## config.mk

```make
export PLATFORM = sky130hd
export DESIGN_NAME = except_arb
export DESIGN_NICKNAME = d
export VERILOG_FILES = /design/src/rtl/except_arb.sv
export SDC_FILE = /design/constraint.sdc
export NUM_CORES = 1
export LEC_CHECK = 0
export ABC_AREA = 1
export BUFFER_PORTS_ARGS = -buffer_cell sky130_fd_sc_hd__buf_4
export CAP_MARGIN = 20
export CORE_MARGIN = 2
export CORE_UTILIZATION = 42
export DETAILED_ROUTE_END_ITERATION = 8
export PLACE_DENSITY = 0.78
export SLEW_MARGIN = 10
export SYNTH_ARGS = -nofsm -noshare
export SYNTH_HDL_FRONTEND = slang
export SYNTH_SLANG_ARGS = --single-unit
```

## constraint.sdc

```tcl
create_clock -name clk -period 4.5 [get_ports clk]
set_input_delay 0.9 -clock clk [delete_from_list [all_inputs] [get_ports clk]]
set_output_delay 0.9 -clock clk [all_outputs]
set_load 0.05 [all_outputs]
```

## src/rtl/except_arb.sv

```systemverilog
// except_arb: round-robin sharing of one except (special-number classifier)
// unit between two operand requesters. Accepted operand pairs are registered
// into the except unit, tracked through its fixed latency with a tagged valid
// pipe, and their realigned flags are queued in an in-order response FIFO.
// Credits (free FIFO slots minus in-flight ops) throttle acceptance, so the
// FIFO can never overflow and the except side never has to stall.
//
// Handshake rule (all three ports): a transfer happens on a rising clk edge
// exactly when valid and ready are both high in the cycle before that edge;
// the producer holds valid and payload stable until that transfer.
//
// Optional feature macro: EXC_STICKY_EN. When defined, the {inf,ind,qnan,snan}
// flags of every FIFO push are OR-accumulated into sticky_flags (sticky_clr
// clears them). When undefined, sticky_flags is tied to zero.
module except_arb #(
  parameter int LAT        = 2,
  parameter int RBUF_DEPTH = 4
) (
  input  logic        clk,
  input  logic        rst,
  input  logic        req0_valid,
  output logic        req0_ready,
  input  logic [31:0] req0_opa,
  input  logic [31:0] req0_opb,
  input  logic        req1_valid,
  output logic        req1_ready,
  input  logic [31:0] req1_opa,
  input  logic [31:0] req1_opb,
  output logic [31:0] exu_opa,
  output logic [31:0] exu_opb,
  input  logic [7:0]  exu_flags,
  output logic        rsp_valid,
  input  logic        rsp_ready,
  output logic        rsp_id,
  output logic [7:0]  rsp_flags,
  output logic [3:0]  sticky_flags,
  input  logic        sticky_clr
);

  localparam int AW = $clog2(RBUF_DEPTH);
  localparam int CW = $clog2(RBUF_DEPTH + 1);

  // last_grant = 1 means requester 1 won most recently, so requester 0 is favoured next
  logic          last_grant;
  logic [CW-1:0] credits;
  logic          grant0;
  logic          grant1;
  logic          has_credit;
  logic          accept;
  logic          accept_id;

  logic [LAT:0]  pipe_v;
  logic [LAT:0]  pipe_id;
  logic [1:0]    nan_d;
  logic          push;
  logic          push_id;
  logic [7:0]    push_flags;
  logic          pop;

  logic [8:0]    mem [RBUF_DEPTH];
  logic [AW:0]   wr_ptr;
  logic [AW:0]   rd_ptr;

  // Round-robin grant: the lone valid requester wins, ties go to the one not granted last
  always_comb begin
    grant0 = req0_valid & (~req1_valid | last_grant);
    grant1 = req1_valid & (~req0_valid | ~last_grant);
  end

  assign has_credit = (credits != '0);
  assign req0_ready = grant0 & has_credit & ~rst;
  assign req1_ready = grant1 & has_credit & ~rst;
  assign accept     = (req0_valid & req0_ready) | (req1_valid & req1_ready);
  assign accept_id  = req1_valid & req1_ready;

  // Issue register and round-robin pointer; operands hold when nothing is accepted
  always_ff @(posedge clk or posedge rst) begin
    if (rst) begin
      exu_opa    <= '0;
      exu_opb    <= '0;
      last_grant <= 1'b1;
    end else if (accept) begin
      exu_opa    <= accept_id ? req1_opa : req0_opa;
      exu_opb    <= accept_id ? req1_opb : req0_opb;
      last_grant <= accept_id;
    end
  end

  // Tagged valid pipe mirroring the except latency; stage LAT lines up with the flags
  always_ff @(posedge clk or posedge rst) begin
    if (rst) begin
      pipe_v  <= '0;
      pipe_id <= '0;
    end else begin
      pipe_v  <= {pipe_v[LAT-1:0], accept};
      pipe_id <= {pipe_id[LAT-1:0], accept_id};
    end
  end

  // opa_nan/opb_nan come out one cycle early; delay them to meet the other six flags
  always_ff @(posedge clk or posedge rst) begin
    if (rst) nan_d <= '0;
    else     nan_d <= exu_flags[3:2];
  end

  assign push       = pipe_v[LAT];
  assign push_id    = pipe_id[LAT];
  assign push_flags = {exu_flags[7:4], nan_d, exu_flags[1:0]};
  assign rsp_valid  = (wr_ptr != rd_ptr);
  assign pop        = rsp_valid & rsp_ready;

  // FIFO storage; pushes cannot overflow because acceptance is credit limited
  always_ff @(posedge clk or posedge rst) begin
    if (rst) begin
      for (int i = 0; i < RBUF_DEPTH; i++) mem[i] <= '0;
    end else if (push) begin
      mem[wr_ptr[AW-1:0]] <= {push_id, push_flags};
    end
  end

  // FIFO pointers with a wrap bit so full and empty are distinguishable
  always_ff @(posedge clk or posedge rst) begin
    if (rst) begin
      wr_ptr <= '0;
      rd_ptr <= '0;
    end else begin
      if (push) wr_ptr <= wr_ptr + (AW+1)'(1);
      if (pop)  rd_ptr <= rd_ptr + (AW+1)'(1);
    end
  end

  assign rsp_id    = mem[rd_ptr[AW-1:0]][8];
  assign rsp_flags = mem[rd_ptr[AW-1:0]][7:0];

  // Credits: one consumed per accept, one returned per response handshake
  always_ff @(posedge clk or posedge rst) begin
    if (rst) begin
      credits <= CW'(RBUF_DEPTH);
    end else begin
      case ({accept, pop})
        2'b10:   credits <= credits - CW'(1);
        2'b01:   credits <= credits + CW'(1);
        default: credits <= credits;
      endcase
    end
  end

`ifdef EXC_STICKY_EN
  // Sticky accumulation of {inf,ind,qnan,snan}; a coincident clear keeps only the pushed flags
  always_ff @(posedge clk or posedge rst) begin
    if (rst) begin
      sticky_flags <= '0;
    end else if (sticky_clr) begin
      sticky_flags <= push ? push_flags[7:4] : 4'b0000;
    end else if (push) begin
      sticky_flags <= sticky_flags | push_flags[7:4];
    end
  end
`else
  logic unused_sticky_clr;
  assign unused_sticky_clr = sticky_clr;
  assign sticky_flags      = 4'b0000;
`endif

endmodule
```

**After elaboration in Yosys (flattened, before gate mapping)**

Index checks and enable logic that the tools add are counted.

- Memories kept: 0
- Output and inout bits: 80
- Word-level logic and storage cells: 53
- Input bits: 142
- Bits in registers: 118
- Bits in latches: 0
- Memory bits (read-only): 0
- Bits in writable memories: 0

- Equality and inequality tests: 3
- Muxes and demuxes: 9
- Shift operators: 0
- Add/subtract/negate cells: 4
- $mul: 0
- Bitwise gates (word level): 18
- Reductions and logical operators: 3
- $lt $le $gt $ge: 3
- Divide/modulo/power cells: 0

Operators by type and width:

| cell | count |
|---|---|
| $mux 32 | 2 |
| $bwmux 36 | 1 |
| $mux 9 | 3 |
| $bmux 9 s2 | 1 |
| $demux 9 s2 | 1 |
| $add 3x1->3 const B | 3 |
| $and 1x1->1 | 9 |
| $ge 3x3->1 const B | 2 |
| $not 2->3 | 2 |
| $pmux 3 s2 | 1 |
| $not 1->1 | 4 |
| $lt 3x1->1 const B | 1 |
| $ne 3x3->1 | 1 |
| $or 1x1->1 | 3 |
| $reduce_bool 3->1 | 1 |
| $sub 3x1->3 const B | 1 |
| $eq 2x1->1 const B | 1 |
| $eq 2x2->1 const B | 1 |
| $reduce_bool 2->1 | 1 |
| $logic_and 1x1->1 | 1 |

**Depth between registers and ports, before layout**

Gate-level depths: netlist of run 1.

- Depth after elaboration: 9
- Depth in mapped cells: 13
- Depth with buffers taken out: 12

**Worst setup path after synthesis of run 1**

Ideal clock, no wire load.

- Path kind: input to output
- Start point: input port rst
- End point: output port req1_ready
- Arrival: 3.315 ns
- Data required time: 3.600 ns
- Stages: 7
- Setup slack: 0.285 ns
- Buffers on the path: 2
- Cells stage by stage: inv_2 > nand2_1 > nor2_2 > nand2_2 > buf_4 > buf_2 > inv_1

- Word-level cells in the longest chain between the ends: 2

Ends and longest elaborated chain:

| what | line | source |
|---|---|---|
| from (decl) | 20 | `input logic rst,` |
| $not 1->1 | 72 | `assign req1_ready = grant1 & has_credit & ~rst;` |
| $and 1x1->1 | 72 |  |
| to (decl) | 26 | `output logic req1_ready,` |

Every way passes these cells.

**Worst setup path in the final report of run 1**

- Start point: register rd_ptr[0]
- End point: output port rsp_flags[3]

- Word-level cells in the longest chain between the ends: 4

Ends and longest elaborated chain:

| what | line | source |
|---|---|---|
| from (decl) | 62 | `logic [AW:0] rd_ptr;` |
| from (signal assigned) | 128 | `if (pop) rd_ptr <= rd_ptr + (AW+1)'(1);` |
| $not 2->3 (implied by the code) | 133 | `assign rsp_flags = mem[rd_ptr[AW-1:0]][7:0];` |
| $bmux 9 s2 | 133 |  |
| $mux 9 (implied by the code) (2 in a row) | 133 |  |
| to (decl) | 35 | `output logic [7:0] rsp_flags,` |

Every way passes these cells. The select of a mux whose other input is x is not followed.

==> results.tsv, run 1 <==
metric	value	unit
Remaining Overflow, GRT	0	
status	complete, no violations	
die area	15360	µm²
Pwr Density	777.7	nW/µm²
Max H-tree Level	4	
CP max-delay cell	dfrtp_1	
Post-Syn Instances	809	
worst vdd ir	0.0003892	V
post-CTS setup buffer count	0	
delay-heaviest family, CP	flip-flops	
min-delay worst type	register to register	
Synth top cells by count	nand2_1, inv_1, nand3_1	
Port-buffer cells	216	
Reg clk slew, reported paths	0.05	ns
Yosys top cell area share	48.04	%
yosys warns	0	
origin of the critical flop-to-flop path	rd_ptr[0]$_DFFE_PP0P_	
FF-to-FF setup slack	1.59	ns
Rel. slew slack	48.91	%
Max stage delay on crit path	0.76	ns
dpl cells	1166	
largest area contributor in the netlist	dfrtp_1	
register area share after synthesis	48.91	%
# DRC	0	
critical path endpoint	rsp_flags[3]	
worst slew pin tran	0.7664	ns
setup_tns	0	ns
# hold bufs at CTS	0	
pin count of the biggest net entering global routing	66	
CTS buffer count	17	
Data required, critical path	3.60	ns
Die W	123.9	µm
number of flops mapped to enable cells by yosys	0	
CP Class	register to output pin	
DRT antenna net count	0	
met2 usage	35.99	%
top post-synthesis cells by area	dfrtp_1, nand2_1, nand3_1, inv_1, o21ai_0	
vias	5642	
cell area after layout	8195	µm²
routed len/inst	13.33	µm
Layout Skew	0.007885	ns
GRT Overall Usage	21.50	%
Root Driver	clkbuf_16	
R2R Path End	credits[2]$_DFFE_PP1P_	
Cell Chain, Critical Path	inv_1, o21ai_0, o22ai_1, buf_4	
Leakage	4.817	nW
met3 usage	8.379	%
period utilization	69.81	%
RSZ-0062 raised after global routing	false	
vias in the first global route	5319	
Final Slew Violations	0	
Setup crit end kind	output pin	
worst hold slack	0.3472	ns
Multi-input gate area	2226	µm²
M1 GR Usage	25.08	%
I/O pin total	222	
CTS Sinks	118	
ant diodes	0	
Area Growth Syn to Fin	35.64	%
Vias/cell	4.710	
CP max FO	22	
dpl hpwl	10.67	mm
drt pass-1 iters	4	
most frequent cell after synthesis	nand2_1	
DRT Wirelength	15.97	mm
Critical Path Start Type	register	
MaxCap Viol Count	0	
crit path time final	3.141	ns
Sequential cell area	2955	µm²
fin nets	1154	
filler cell count	1321	
post_cts resized	0	
worst r2r path cells	12	
Mapped Avg Cell Area	7.469	µm²
routability cong.	0.7881	
initial antenna violation count	0	
most used routing layer	met2	
Die Y	123.9	µm
first-pass GRT wire length	25.30	mm
flops & latches, synth	118	
Initial DRC Count	325	
Worst Path Arrival	2.24	ns
CTS Buffer Depth	2	
fin cells	1198	
CTS tree	yes	
layout cells sized above 1	25.25	%
Mapped Area	6042	µm²
top_reg_cell synth	dfrtp_1	
Hold Vio Cnt, Final	0	
Initial Utilization	43.19	%
worst skew pair latency	0.41	ns
cell area after placement	7661	µm²
Buf/Inv on CP	2	
Critical path origin	rd_ptr[0]$_DFFE_PP0P_	
Synth cell types	23	
row cnt	43	
Post-synth ARST share	100.0	%
Core Area	13990	µm²
Levels on crit path	4	
fmax	318.3	MHz
Final setup violation count	0	
==> stage by stage <==
step	setup WS, ns	power, mW	util, %
after floorplan	0.2845	4.188	-
after global placement	1.637	5.112	54.77
after detailed placement	1.603	5.170	54.77
after CTS	1.327	6.435	58.59
after global routing	1.111	6.766	58.59
final	1.359	6.374	58.59
==> how the worst min path moves through the flow <==
| stage | startpoint | end | slack (ns) | depth (start not counted) |
|---|---|---|---|---|
| after floorplan | pipe_id[0]$_DFF_PP0_ | pipe_id[1]$_DFF_PP0_ | 0.33 | 0 |
| after global placement | pipe_id[1]$_DFF_PP0_ | pipe_id[2]$_DFF_PP0_ | 0.33 | 0 |
| after detailed placement | pipe_id[1]$_DFF_PP0_ | pipe_id[2]$_DFF_PP0_ | 0.34 | 0 |
| after CTS | pipe_id[0]$_DFF_PP0_ | pipe_id[1]$_DFF_PP0_ | 0.35 | 0 |
| after global routing | pipe_id[0]$_DFF_PP0_ | pipe_id[1]$_DFF_PP0_ | 0.36 | 0 |
| final | pipe_id[0]$_DFF_PP0_ | pipe_id[1]$_DFF_PP0_ | 0.35 | 0 |
==> registers in the layout (all words and copies together), names as in the netlist <==
signal      flops
mem            36
exu_opa        32
exu_opb        32
credits         3
pipe_id         3
pipe_v          3
rd_ptr          3
wr_ptr          3
nan_d           2
last_grant      1
==> area by class of cell <==
class | count | share of cell area [%]
Clock inverter | 6 | 0.6718
Multi-Input combinational cell | 491 | 27.16
Timing Repair Buffer | 223 | 20.43
Sequential cell | 118 | 36.06
Clock buffer | 26 | 5.847
Tap cell | 180 | 2.748
Inverter | 154 | 7.084
==> kinds of logic (layout without fill, tap and decap cells) <==
group | after synthesis | count (layout) | share of synthesized area (%)
multiplexers | 1 | 1 | 0.1864
adder cells (fa/ha/maj) | 7 | 7 | 1.574
flip-flops | 118 | 118 | 48.91
other | 1 | 4 | 0.06207
AND/OR/NAND/NOR | 406 | 406 | 28.10
buffers and inverters | 203 | 409 | 14.56
XOR/XNOR | 6 | 6 | 0.8697
AO/OA/AOI/OAI | 67 | 67 | 5.736
==> power by group <==
group / leakage, nW / switching (mW) / internal [mW]
logic: 3.10 / 2.28 / 0.959
registers: 1.45 / 0.343 / 1.56
clock network: 0.266 / 0.442 / 0.782
total: 4.82 / 3.07 / 3.31
==> per-layer routing <==
layer,wire [µm],part of all wire (%)
met1,6484,41
met5,0,0
met4,287,1.8
met3,1258,7.9
met2,7940,50
==> cells in the final DEF, fill, tap and decap left out, drive strengths merged <==
master	count
a21oi	1
buf	223
bufinv	1
clkbuf	26
clkinv	5
conb	4
dfrtp	116
dfstp	2
fa	1
ha	6
inv	154
mux2	1
nand2	252
nand3	133
nor2	21
o21ai	57
o22ai	9
xnor2	2
xor2	4
No activity file was read; power rests on OpenSTA's default activity.
==> run 2, diff against run 1 <==
Clock period 4.5 ns to 2.9 ns, I/O delays scaled along.
==> run 2 against run 1 <==
Compared with the run above: die area did not move; combinational power rose by 59%; setup slack got worse by 0.87 ns; sequential power rose by 52%; clock power rose by 86%; critical path depth rose by 1; critical path type unchanged; largest power group unchanged.
==> results.tsv, run 2 (synthesized netlist as in run 1, its figures left out) <==
metric	value	unit
# hold bufs at CTS	0	
largest register by flop count	mem	
Rel. slew slack	48.54	%
fin nets	1159	
Root Driver	clkbuf_16	
Final setup violation count	0	
worst hold slack	0.2811	ns
Reg clk slew, reported paths	0.05	ns
FF-to-FF setup slack	0.68	ns
Final Slew Violations	0	
Critical Path Start Type	register	
Initial DRC Count	341	
status	complete, no violations	
drt pass-1 iters	5	
Area Growth Syn to Fin	38.21	%
Leakage	4.882	nW
Cell Chain, Critical Path	buf_4, inv_1, o21ai_0, o22ai_1, buf_4	
routability cong.	0.7730	
period utilization	83.20	%
ant diodes	0	
initial antenna violation count	0	
Data required, critical path	2.32	ns
Buf/Inv on CP	3	
dpl hpwl	10.85	mm
most frequent CP cell	buf_4	
DRT Wirelength	16.22	mm
Setup crit end kind	output pin	
GRT Overall Usage	22.05	%
CP max FO	12	
most frequent cells in the layout	nand2_1, buf_4, inv_1	
vias	5713	
# DRC	0	
MaxCap Viol Count	0	
fmax	414.4	MHz
Layout Skew	0.007185	ns
worst vdd ir	0.0006621	V
Critical path origin	rd_ptr[1]$_DFFE_PP0P_	
worst skew pair latency	0.41	ns
routed len/inst	13.48	µm
dpl cells	1171	
Max stage delay on crit path	0.40	ns
Port-buffer cells	216	
CP max-delay cell	dfrtp_1	
Hold Vio Cnt, Final	0	
delay-heaviest family, CP	buffers and inverters	
first-pass GRT wire length	26.30	mm
Max H-tree Level	4	
Initial Utilization	43.19	%
Die W	123.9	µm
crit path time final	2.413	ns
post_cts resized	0	
CTS buffer count	17	
I/O pin total	222	
DRT antenna net count	0	
Core Area	13990	µm²
Die Y	123.9	µm
min-delay worst type	input port to register	
CP Class	register to output pin	
HP Start	exu_flags[3]	
leading cell type in the layout, fill and taps excluded	nand2_1	
origin of the critical flop-to-flop path	wr_ptr[0]$_DFFE_PP0P_	
vias in the first global route	5305	
CTS Buffer Depth	2	
max FFs per register	36	
row cnt	43	
CTS tree	yes	
fin cells	1203	
Worst Path Arrival	1.83	ns
biggest regs	mem: 36 flops, exu_opa: 32 flops, exu_opb: 32 flops	
Remaining Overflow, GRT	0	
worst slew pin tran	0.7719	ns
RSZ-0062 raised after global routing	false	
layout cells sized above 1	26.30	%
die area	15360	µm²
setup_tns	0	ns
Pwr Density	1237	nW/µm²
CTS Sinks	118	
Setup WS pre-CTS	0.6787	ns
Final WS setup	0.4872	ns
pin count of the biggest net entering global routing	66	
Vias/cell	4.749	
post-CTS setup buffer count	0	
run 2: cell count changes in the layout (fill, tap and decap cells not counted), sizes merged:
| cell | before | now |
|---|---|---|
| buf | 223 | 228 |
| bufinv | 1 | 4 |
| clkbuf | 26 | 21 |
| clkinv | 5 | 2 |
| clkinvlp | 0 | 4 |
| inv | 154 | 155 |
run 2: area by class of cell:
type	instances	area, µm²
fill	1313	5638
multi-input combinational	491	2226
inverter	154	583.1
clock buffer	21	480.5
sequential	118	2955
tap	180	225.2
clock inverter	11	168.9
timing repair buffer	228	1712
run 2: worst reg2reg max path: stages (launching register included):
cell	delay [ns]
dfrtp_1	0.44
inv_1	0.11
nand2_1	0.08
nand2_1	0.05
nand3_1	0.16
nand2_1	0.14
inv_1	0.14
ha_1	0.15
inv_1	0.06
fa_1	0.38
a21oi_1	0.15
o21ai_0	0.13
xor2_1	0.16
run 2: path summary, 6_finish.rpt:
kind / endpoint / cells past startpoint
worst max-delay path: rsp_id / 5
worst min-delay path: nan_d[1]$_DFF_PP0_ / 1
worst max register to register: credits[2]$_DFFE_PP1P_ / 12
worst min register to register: pipe_id[1]$_DFF_PP0_ / 0
max in group asynchronous: pipe_id[0]$_DFF_PP0_ / 4
min in group asynchronous: exu_opa[18]$_DFFE_PP0P_ / 3
run 2: per-layer routing:
metal  vias to the layer above  part of all wire, %  wire length (µm)  track usage [%]
met5                         -                    0                 0                0
met4                         0                  2.2               356            8.006
met3                        27                  7.4              1203            7.143
met2                       185                   49              7899            35.82
met1                      2642                   42              6756            27.64
li1                       2859                    -                 -                -
run 2: stage by stage:
step | total power, mW | utilization [%] | cell area (µm²)
5_1_grt | 10.96 | 59.70 | 8351
2_1_floorplan | 6.499 | - | 6058
6_report | 10.33 | 59.70 | 8351
4_1_cts | 10.40 | 59.70 | 8351
3_5_place_dp | 8.081 | 55.05 | 7701
3_3_place_gp | 7.992 | 55.05 | 7701
run 2: where the power goes:
group          internal [mW]  switching (mW)  total, mW
clock network           1.53           0.739       2.27
logic                   1.52            3.63       5.15
registers               2.43           0.481       2.91
total                   5.48            4.85       10.3
==> run 3, diff against run 2 <==
Settings changed: ABC_AREA 1 to 0, PLACE_DENSITY 0.78 to 0.81.
Clock period 2.9 ns to 2.2 ns, I/O delays scaled along.
==> run 3 against run 2 <==
Compared with the run above: critical path depth shrank 2; worst hold slack worse by 0.14 ns; clock-buffer cell count rose by 7; non-clock buffer count increased by 6; sequential share of layout area increased by 1.3 points; first-iteration DRC count decreased by 13%; die area shrank 7.0%; total power rose by 30%; sequential cell count did not move.
==> results.tsv, run 3 <==
metric	value	unit
max FFs per register	36	
biggest regs	mem: 36 flops, exu_opa: 32 flops, exu_opb: 32 flops	
fmax	467.4	MHz
Logic pwr share	52.1	%
NetSw	5.713	mW
Mapped Area	5607	µm²
Post-synth ARST share	100.0	%
DRT Wirelength	15.72	mm
Root Driver	clkbuf_16	
CTS Sinks	118	
die area	14290	µm²
initial antenna violation count	1	
period utilization	97.25	%
worst r2r path cells	8	
CTS buffer count	17	
yosys warns	0	
GRT Overall Usage	22.69	%
worst skew pair latency	0.41	ns
Final setup violation count	0	
RSZ-0062 raised after global routing	true	
drt pass-1 iters	4	
Port-buffer cells	216	
Initial Utilization	42.68	%
largest area contributor in the netlist	dfrtp_1	
Vias/cell	5.626	
worst vdd ir	0.0007906	V
MaxCap Viol Count	0	
min-delay worst type	input port to register	
Die W	119.5	µm
register area share after synthesis	52.71	%
part of the power in registers	28.3	%
R2R Path End	credits[2]$_DFFE_PP1P_	
# DRC	0	
Setup WS pre-CTS	0.01756	ns
cell area after layout	8068	µm²
Pwr Density	1662	nW/µm²
Critical Path Start Type	register	
CTS tree	yes	
DRT antenna net count	0	
Pint	7.699	mW
vias	4478	
worst hold slack	0.1396	ns
HP Start	exu_flags[3]	
flops & latches, synth	118	
Max H-tree Level	4	
Core Area	13140	µm²
Synth cell types	35	
Sequential cell area	2958	µm²
clock power share	19.6	%
Initial DRC Count	295	
largest register by flop count	mem	
I/O pin total	222	
Hold Path Sink	nan_d[1]$_DFF_PP0_	
worst hold stages	1	
Synth top cells by count	dfrtp_1, o32ai_1, a2bb2oi_2	
Leakage	3.513	nW
worst slew pin tran	0.9859	ns
top_reg_cell synth	dfrtp_1	
Reg clk slew, reported paths	0.05	ns
crit path time final	2.139	ns
CP max FO	5	
fin nets	755	
first-pass GRT wire length	25.10	mm
routability cong.	0.8232	
Remaining Overflow, GRT	0	
CTS Buffer Depth	2	
post-route core utilization	61.41	%
Post-Syn Instances	392	
Setup crit end kind	output pin	
Final Slew Violations	0	
vias in the first global route	4738	
Yosys top cell area share	51.77	%
leading cell type in the layout, fill and taps excluded	buf_4	
Hold Vio Cnt, Final	0	
Final WS setup	0.06053	ns
number of flops mapped to enable cells by yosys	0	
Mapped Avg Cell Area	14.30	µm²
layout cells sized above 1	58.32	%
Die Y	119.5	µm
Area Growth Syn to Fin	43.90	%
most frequent cell after synthesis	dfrtp_1	
Worst Path Arrival	1.70	ns
Layout Skew	0.008322	ns
pin count of the biggest net entering global routing	66	
routed len/inst	19.75	µm
CP Class	register to output pin	
row cnt	42	
most frequent cells in the layout	buf_4, dfrtp_1, o32ai_1	
FF-to-FF setup slack	0.11	ns
total power draw	13.41	mW
origin of the critical flop-to-flop path	rd_ptr[0]$_DFFE_PP0P_	
top post-synthesis cells by area	dfrtp_1, a2bb2oi_2, o32ai_1, mux2_2, a2bb2oi_1	
dpl hpwl	10.58	mm
Multi-input gate area	2411	µm²
Sw Ratio	42.59	%
status	complete, no violations	
filler cell count	1047	
cell area after placement	7413	µm²
Data required, critical path	1.76	ns
Rel. slew slack	34.27	%
## run 3: cell types whose count changed after synthesis, moves of 3 or more
cell	previous run	this run
xnor2_1	2	5
nand2_1	250	7
mux4_2	0	9
o21ai_0	57	2
o22ai_1	9	0
nor2_1	20	3
buf_2	22	16
o32ai_1	0	64
nor3_1	0	4
inv_1	152	8
a2bb2oi_2	0	40
mux2_2	1	37
nand3_1	133	3
a2bb2oi_1	0	24
## run 3: worst max-delay path by stage
stage	startpoint	endpoint	slack (ns)	cells past startpoint
floorplan	credits[0]$_DFFE_PP0P_	credits[2]$_DFFE_PP1P_	0.08	10
detailed placement	wr_ptr[2]$_DFFE_PP0P_	credits[2]$_DFFE_PP1P_	0.02	8
finish	rd_ptr[0]$_DFFE_PP0P_	rsp_flags[4]	0.06	3
CTS	rd_ptr[0]$_DFFE_PP0P_	rsp_flags[2]	0.0003	3
global placement	wr_ptr[2]$_DFFE_PP0P_	credits[2]$_DFFE_PP1P_	0.16	8
global route	rd_ptr[0]$_DFFE_PP0P_	credits[2]$_DFFE_PP1P_	-0.03	8
## run 3: metal layers
layer / global-route usage [%] / wire length (µm) / vias to the layer above
met2: 37.64 / 8123 / 174
met4: 7.279 / 212 / 0
met3: 8.317 / 1253 / 14
met5: 0 / 0 / -
met1: 27.57 / 6129 / 2304
li1: - / - / 1986
## run 3: stage by stage
step / instances / TNS [ns]
2_1_floorplan: 395 / 0
3_3_place_gp: 759 / 0
3_5_place_dp: 759 / 0
4_1_cts: 791 / 0
5_1_grt: 796 / -0.04028
6_report: 796 / 0
## run 3: power by group through the flow
stage	Sequential, mW	Combinational, mW	Clock [mW]
floorplan	5.42	3.17	0
global placement	3.73	6.66	0
detailed placement	3.80	6.83	0
CTS	3.79	6.84	2.68
global route	3.93	7.32	2.80
finish	3.80	6.98	2.63
## run 3: logic make-up after synthesis
group / count (synthesis) / share of synthesized area (%)
adder cells (fa/ha/maj): 7 / 1.696
other: 1 / 0.06689
multiplexers: 46 / 11.05
buffers and inverters: 50 / 5.178
XOR/XNOR: 9 / 1.406
flip-flops: 118 / 52.71
AO/OA/AOI/OAI: 136 / 25.46
AND/OR/NAND/NOR: 25 / 2.433
## run 3: cell type report
type / instances / area share, %
Inverter: 8 / 0.4187
Multi-Input combinational cell: 227 / 29.89
Clock inverter: 4 / 0.5583
Sequential cell: 118 / 36.66
Antenna cell: 1 / 0.03102
Clock buffer: 28 / 6.405
Tap cell: 176 / 2.730
Timing Repair Buffer: 234 / 23.31
## run 3: repair_timing
| action | in CTS | in global routing |
|---|---|---|
| gates resized for setup | 2 | 10 |
| setup endpoints to repair | 9 | 10 |
| setup buffers | 0 | 3 |
| pin swaps | 0 | 4 |
| hold buffers | 0 | 0 |
| cloned | 0 | 1 |
## run 3: critical path: stages (launching register included)
cell and delay, ns:
dfrtp_2 0.43, clkbuf_16 0.17, mux4_2 0.48, buf_4 0.20
